File: config.mk
export PLATFORM = sky130hd
export DESIGN_NAME = aes_key_sched
export DESIGN_NICKNAME = d
export VERILOG_FILES = /design/src/rtl/aes_key_sched.sv
export SDC_FILE = /design/constraint.sdc
export NUM_CORES = 2
export LEC_CHECK = 0
export CAP_MARGIN = 15
export CORE_AREA = 2 2 382 384
export DETAILED_ROUTE_END_ITERATION = 16
export DIE_AREA = 0 0 384 386
export PLACE_DENSITY = 0.77
export SYNTH_ARGS = -nofsm -noshare
export SYNTH_HDL_FRONTEND = slang
export SYNTH_SLANG_ARGS = --single-unit
File: constraint.sdc
create_clock -name clk -period 7.1 [get_ports clk]
set_input_delay 0.71 -clock clk [delete_from_list [all_inputs] [get_ports clk]]
set_output_delay 0.71 -clock clk [all_outputs]
set_load 0.03 [all_outputs]
File: src/rtl/aes_key_sched.sv
// Iterative AES-128 key schedule: streams round keys 0..10 one per clock and
// keeps them in an 11-entry store with a combinational read port.
module aes_key_sched (
  input  logic         clk,
  input  logic         rst,
  input  logic [127:0] key_in,
  input  logic         start,
  output logic         busy,
  output logic         rk_valid,
  output logic [3:0]   rk_round,
  output logic [127:0] rk_out,
  output logic         done,
  output logic         keys_ready,
  input  logic [3:0]   rd_idx,
  output logic [127:0] rd_key,
  output logic         fsm_state
);

  // Handshake: rk_valid is a pure strobe with no ready; rk_out/rk_round are
  // meaningful only while it is high, and the consumer must take every key.
  typedef enum logic {S_IDLE = 1'b0, S_EXPAND = 1'b1} state_t;

  localparam logic [7:0] SBOX [256] = '{
    8'h63, 8'h7c, 8'h77, 8'h7b, 8'hf2, 8'h6b, 8'h6f, 8'hc5, 8'h30, 8'h01, 8'h67, 8'h2b, 8'hfe, 8'hd7, 8'hab, 8'h76,
    8'hca, 8'h82, 8'hc9, 8'h7d, 8'hfa, 8'h59, 8'h47, 8'hf0, 8'had, 8'hd4, 8'ha2, 8'haf, 8'h9c, 8'ha4, 8'h72, 8'hc0,
    8'hb7, 8'hfd, 8'h93, 8'h26, 8'h36, 8'h3f, 8'hf7, 8'hcc, 8'h34, 8'ha5, 8'he5, 8'hf1, 8'h71, 8'hd8, 8'h31, 8'h15,
    8'h04, 8'hc7, 8'h23, 8'hc3, 8'h18, 8'h96, 8'h05, 8'h9a, 8'h07, 8'h12, 8'h80, 8'he2, 8'heb, 8'h27, 8'hb2, 8'h75,
    8'h09, 8'h83, 8'h2c, 8'h1a, 8'h1b, 8'h6e, 8'h5a, 8'ha0, 8'h52, 8'h3b, 8'hd6, 8'hb3, 8'h29, 8'he3, 8'h2f, 8'h84,
    8'h53, 8'hd1, 8'h00, 8'hed, 8'h20, 8'hfc, 8'hb1, 8'h5b, 8'h6a, 8'hcb, 8'hbe, 8'h39, 8'h4a, 8'h4c, 8'h58, 8'hcf,
    8'hd0, 8'hef, 8'haa, 8'hfb, 8'h43, 8'h4d, 8'h33, 8'h85, 8'h45, 8'hf9, 8'h02, 8'h7f, 8'h50, 8'h3c, 8'h9f, 8'ha8,
    8'h51, 8'ha3, 8'h40, 8'h8f, 8'h92, 8'h9d, 8'h38, 8'hf5, 8'hbc, 8'hb6, 8'hda, 8'h21, 8'h10, 8'hff, 8'hf3, 8'hd2,
    8'hcd, 8'h0c, 8'h13, 8'hec, 8'h5f, 8'h97, 8'h44, 8'h17, 8'hc4, 8'ha7, 8'h7e, 8'h3d, 8'h64, 8'h5d, 8'h19, 8'h73,
    8'h60, 8'h81, 8'h4f, 8'hdc, 8'h22, 8'h2a, 8'h90, 8'h88, 8'h46, 8'hee, 8'hb8, 8'h14, 8'hde, 8'h5e, 8'h0b, 8'hdb,
    8'he0, 8'h32, 8'h3a, 8'h0a, 8'h49, 8'h06, 8'h24, 8'h5c, 8'hc2, 8'hd3, 8'hac, 8'h62, 8'h91, 8'h95, 8'he4, 8'h79,
    8'he7, 8'hc8, 8'h37, 8'h6d, 8'h8d, 8'hd5, 8'h4e, 8'ha9, 8'h6c, 8'h56, 8'hf4, 8'hea, 8'h65, 8'h7a, 8'hae, 8'h08,
    8'hba, 8'h78, 8'h25, 8'h2e, 8'h1c, 8'ha6, 8'hb4, 8'hc6, 8'he8, 8'hdd, 8'h74, 8'h1f, 8'h4b, 8'hbd, 8'h8b, 8'h8a,
    8'h70, 8'h3e, 8'hb5, 8'h66, 8'h48, 8'h03, 8'hf6, 8'h0e, 8'h61, 8'h35, 8'h57, 8'hb9, 8'h86, 8'hc1, 8'h1d, 8'h9e,
    8'he1, 8'hf8, 8'h98, 8'h11, 8'h69, 8'hd9, 8'h8e, 8'h94, 8'h9b, 8'h1e, 8'h87, 8'he9, 8'hce, 8'h55, 8'h28, 8'hdf,
    8'h8c, 8'ha1, 8'h89, 8'h0d, 8'hbf, 8'he6, 8'h42, 8'h68, 8'h41, 8'h99, 8'h2d, 8'h0f, 8'hb0, 8'h54, 8'hbb, 8'h16
  };

  // round_q is the index of the key held in cur, i.e. the next one to emit.
  function automatic logic [7:0] rcon(input logic [3:0] r);
    case (r)
      4'd0:    rcon = 8'h01;
      4'd1:    rcon = 8'h02;
      4'd2:    rcon = 8'h04;
      4'd3:    rcon = 8'h08;
      4'd4:    rcon = 8'h10;
      4'd5:    rcon = 8'h20;
      4'd6:    rcon = 8'h40;
      4'd7:    rcon = 8'h80;
      4'd8:    rcon = 8'h1b;
      4'd9:    rcon = 8'h36;
      default: rcon = 8'h00;
    endcase
  endfunction

  state_t         state_q, state_d;
  logic [3:0]     round_q;
  logic [127:0]   cur;
  logic [127:0]   store [0:10];
  logic           accept, emit, finish;
  logic [31:0]    w0, w1, w2, w3, rot, sub, t, n0, n1, n2, n3;

  assign {w0, w1, w2, w3} = cur;
  assign rot = {w3[23:0], w3[31:24]};
  assign sub = {SBOX[rot[31:24]], SBOX[rot[23:16]], SBOX[rot[15:8]], SBOX[rot[7:0]]};
  assign t   = sub ^ {rcon(round_q), 24'h0};
  assign n0  = w0 ^ t;
  assign n1  = w1 ^ n0;
  assign n2  = w2 ^ n1;
  assign n3  = w3 ^ n2;

  always_ff @(posedge clk) begin
    if (rst) state_q <= S_IDLE;
    else     state_q <= state_d;
  end

  // EXPAND holds one extra cycle (round_q == 11) so busy spans the done cycle.
  always_comb begin
    state_d = state_q;
    case (state_q)
      S_IDLE:   if (start) state_d = S_EXPAND;
      S_EXPAND: if (round_q == 4'd11) state_d = S_IDLE;
      default:  state_d = S_IDLE;
    endcase
  end

  always_comb begin
    busy   = 1'b0;
    accept = 1'b0;
    emit   = 1'b0;
    finish = 1'b0;
    case (state_q)
      S_IDLE:   accept = start;
      S_EXPAND: begin
        busy   = 1'b1;
        emit   = (round_q <= 4'd10);
        finish = (round_q == 4'd11);
      end
      default: ;
    endcase
  end

  assign fsm_state = state_q;

  always_ff @(posedge clk) begin
    if (rst) begin
      round_q    <= 4'd0;
      cur        <= '0;
      rk_valid   <= 1'b0;
      rk_round   <= 4'd0;
      rk_out     <= '0;
      done       <= 1'b0;
      keys_ready <= 1'b0;
      for (int i = 0; i <= 10; i++) store[i] <= '0;
    end else begin
      if (accept) begin
        cur        <= key_in;
        round_q    <= 4'd0;
        keys_ready <= 1'b0;
      end
      if (emit) begin
        cur            <= {n0, n1, n2, n3};
        round_q        <= round_q + 4'd1;
        rk_valid       <= 1'b1;
        rk_round       <= round_q;
        rk_out         <= cur;
        done           <= (round_q == 4'd10);
        store[round_q] <= cur;
      end
      if (finish) begin
        rk_valid   <= 1'b0;
        done       <= 1'b0;
        keys_ready <= 1'b1;
      end
    end
  end

  always_comb begin
    rd_key = '0;
    if (rd_idx <= 4'd10) rd_key = store[rd_idx];
  end

endmodule
==> metrics.md <==
| Metric | Value |
|---|---|
| Run status | `complete, no violations` |
| Post-route ant nets | `0` |
| Vias | `71.6k` |
| Initial antenna violation count | `28` |
| Gate power share | `37.1%` |
| Synth warn | `0` |
| NetSw | `13.5 mW` |
| Setup bufs post-CTS | `0` |
| Share of layout cells above drive strength 1 | `10.1%` |
| Die area | `148000 um^2` |
| Switching Fraction | `39.1%` |
| Drt total wl | `326 mm` |
| Setup crit start kind | `flip-flop` |
| Vias in the first global route | `68.1k` |
| Root buf cell | `clkbuf_16` |
| DR vias/cell | `7.02` |
| Min-delay worst type | `in2reg` |
| Ys flop type | `edfxtp_1` |
| Clock Sink Count | `1684` |
| Placed cells | `9863` |
| Number of synthesized flops with an enable pin | `1280` |
| Seq pwr share | `36.0%` |
| Final hold violations | `0` |
| Die width | `384 um` |
| Pin count of the biggest net entering global routing | `135` |
| Row count | `140` |
| VDD IR max | `0.289 mV` |
| Synth unique cells | `108` |
| Fin cells | `10.2k` |
| Clock Skew | `35.1 ps` |
| Crit path max-delay cell type | `nand2b_4` |
| # setup viols final | `0` |
| Clock period minus worst slack | `5170 ps` |
| I/O pin count | `400` |
| Worst Hold Slack | `390 ps` |
| Crit path max-delay family | `simple AND/OR/NAND/NOR gates` |
| WP buf/inv | `1` |
| Commonest non-fill, non-tap cells in the layout | `1589 x nor2_1, 1280 x edfxtp_1, 915 x nand2_1` |
| Post-synthesis cell area | `85700 um^2` |
| Pwr/cell area | `358 nW/um^2` |
| CTS Buf Count | `169` |
| Seq/Total Area, Yosys | `54.3%` |
| Max_slew headroom | `18.3%` |
| FMAX | `194 MHz` |
| Min-delay src | `rst` |
| Synthesized net count | `8441` |
| Pins Over Slew Limit | `0` |
| CP Cell Sequence | `ha_1 > nor2b_1 > o21ai_1 > and2_4 > nand2b_1 > nor3_1 > nand2_4 > nand2b_4 > buf_4` |
| Crit end category | `flip-flop` |
| Max-cap viol count | `0` |
| Hold path endpoint | `store[10][18]` |
| Routability cong. | `1.04` |
| Drt first pass iters | `7` |
| Htree depth | `4` |
| Starting Density | `59.3%` |
| GRT Total Usage | `43.3%` |
| RSZ-0062 raised after global routing | `false` |
| DR WL/cell | `32.0 um` |
| Slew @ Worst Pin | `1230 ps` |
| WP data required | `7580 ps` |
| Worst r2r path cells | `9` |
| Worst R2R End | `store[8][124]` |
| R2R Path Start | `round_q[1]` |
| Final WS setup | `1930 ps` |
| Total negative slack | `0 ps` |
| # port buffers | `399` |
| Mapped Cells | `8244` |
| Int Power | `21.0 mW` |
| R2R Setup Slk | `1930 ps` |
| Period utilization | `72.8%` |
| Leak | `34.1 nW` |
| Setup Slack @ Placement | `2070 ps` |
| Later-pin clock latency in the skew report | `810 ps` |
| Crit path max fanout | `53` |
| Clock Path Buffers | `3` |
| Critical path class | `reg2reg` |
| Hold depth | `2` |
| Cts repair resizes | `0` |
| Synth-to-layout area growth | `12.0%` |
| Commonest non-fill, non-tap cell in the layout | `nor2_1` |
| Max incr delay on CP | `1190 ps` |
| Clock share of power | `26.8%` |
| Ys async rst share | `0%` |
| Post-detail-place hpwl | `201 mm` |
| DR iter-0 viols | `12.9k` |
| Fillers | `10.6k` |
| Hold_buf cts | `0` |
| Global-route wire length before repair | `469 mm` |
| Area of the multi-input gates | `35200 um^2` |
| TritonCTS clock tree | `built` |
| Sequential Area | `46600 um^2` |
| Core Area | `145000 um^2` |
| Layout net count | `8314` |
| Seq cells post-synth | `1684` |
| Crit path arrival time | `5640 ps` |
| Die Y-Extent | `386 um` |
| DR DRC count | `0` |
| Syn_area_per_cell | `10.4 um^2` |
| Worst-path clk slew | `60 ps` |
| Total gr overflow | `0` |
## cell type report
cell class / instances / share of cell area (%)
timing repair buffer: 549 / 5.63
clock inverter: 79 / 1.04
inverter: 184 / 0.722
clock buffer: 237 / 4.90
tap: 1917 / 2.50
antenna: 17 / 0.0443
multi-input combinational: 5529 / 36.7
sequential: 1684 / 48.5
## synth_stat cells (120+ instances only)
| master | instances | area share (%) |
|---|---|---|
| nand2_1 | 918 | 4.0 |
| a21oi_1 | 342 | 2.0 |
| inv_1 | 169 | 0.74 |
| mux4_2 | 288 | 7.6 |
| clkbuf_1 | 592 | 2.6 |
| mux2i_1 | 163 | 1.9 |
| dfxtp_1 | 404 | 9.4 |
| buf_2 | 120 | 0.70 |
| o21ai_0 | 448 | 2.6 |
| o211ai_1 | 186 | 1.6 |
| edfxtp_1 | 1280 | 45 |
| nor2_1 | 1592 | 7.0 |
## routing by layer
layer / up-vias / GRT usage (%) / wire (um)
met1: 34900 / 56.3 / 112000
met3: 1109 / 13.6 / 48800
li1: 29400 / - / -
met5: - / 0 / 172
met2: 6130 / 63.6 / 143000
met4: 26 / 26.7 / 22700
## flip-flops by register name, indices dropped and copies added (netlist names), named ones only
name / flops
rk_round: 4
rk_out: 128
cur: 128
store: 1408
done: 1
keys_ready: 1
fsm_state: 1
round_q: 4
rk_valid: 1
## power groups by stage
stage	combinational [mW]	sequential (mW)	clock, mW
floorplan	8.40	12.0	0
global placement	12.2	12.5	0
detailed placement	12.2	12.5	0
CTS	12.3	12.3	9.24
global route	13.3	12.4	9.59
finish	12.8	12.4	9.24
## cells by family after synthesis
| family | after synthesis | synth area share (%) |
|---|---|---|
| AOI/OAI and AO/OA | 1659 | 12.8 |
| xor gates and xnor gates | 153 | 1.70 |
| adders and majority gates | 63 | 0.916 |
| buffers and inverters | 1031 | 4.88 |
| DFF | 1684 | 54.3 |
| muxes | 470 | 9.73 |
| and+or+nand+nor | 3184 | 15.7 |
## through the flow
step	cell area, um^2	total power [mW]	utilization (%)
2_1_floorplan	85700	20.4	-
3_3_place_gp	90300	24.7	62.5
3_5_place_dp	90300	24.7	62.5
4_1_cts	96000	33.8	66.4
5_1_grt	96000	35.3	66.5
6_report	96100	34.4	66.5
## how the worst max path moves through the flow
stage | from | slack (ps) | cells after the start | end
after floorplan | round_q[0] | 1770 | 12 | store[2][0]
after global placement | rd_idx[0] | 2140 | 7 | rd_key[49]
after detailed placement | round_q[1] | 2070 | 9 | store[8][117]
after CTS | round_q[1] | 2060 | 9 | store[8][113]
after global routing | round_q[1] | 1670 | 9 | store[8][122]
final | round_q[1] | 1930 | 9 | store[8][124]
Note: power is estimated with default switching activity, not from simulation.
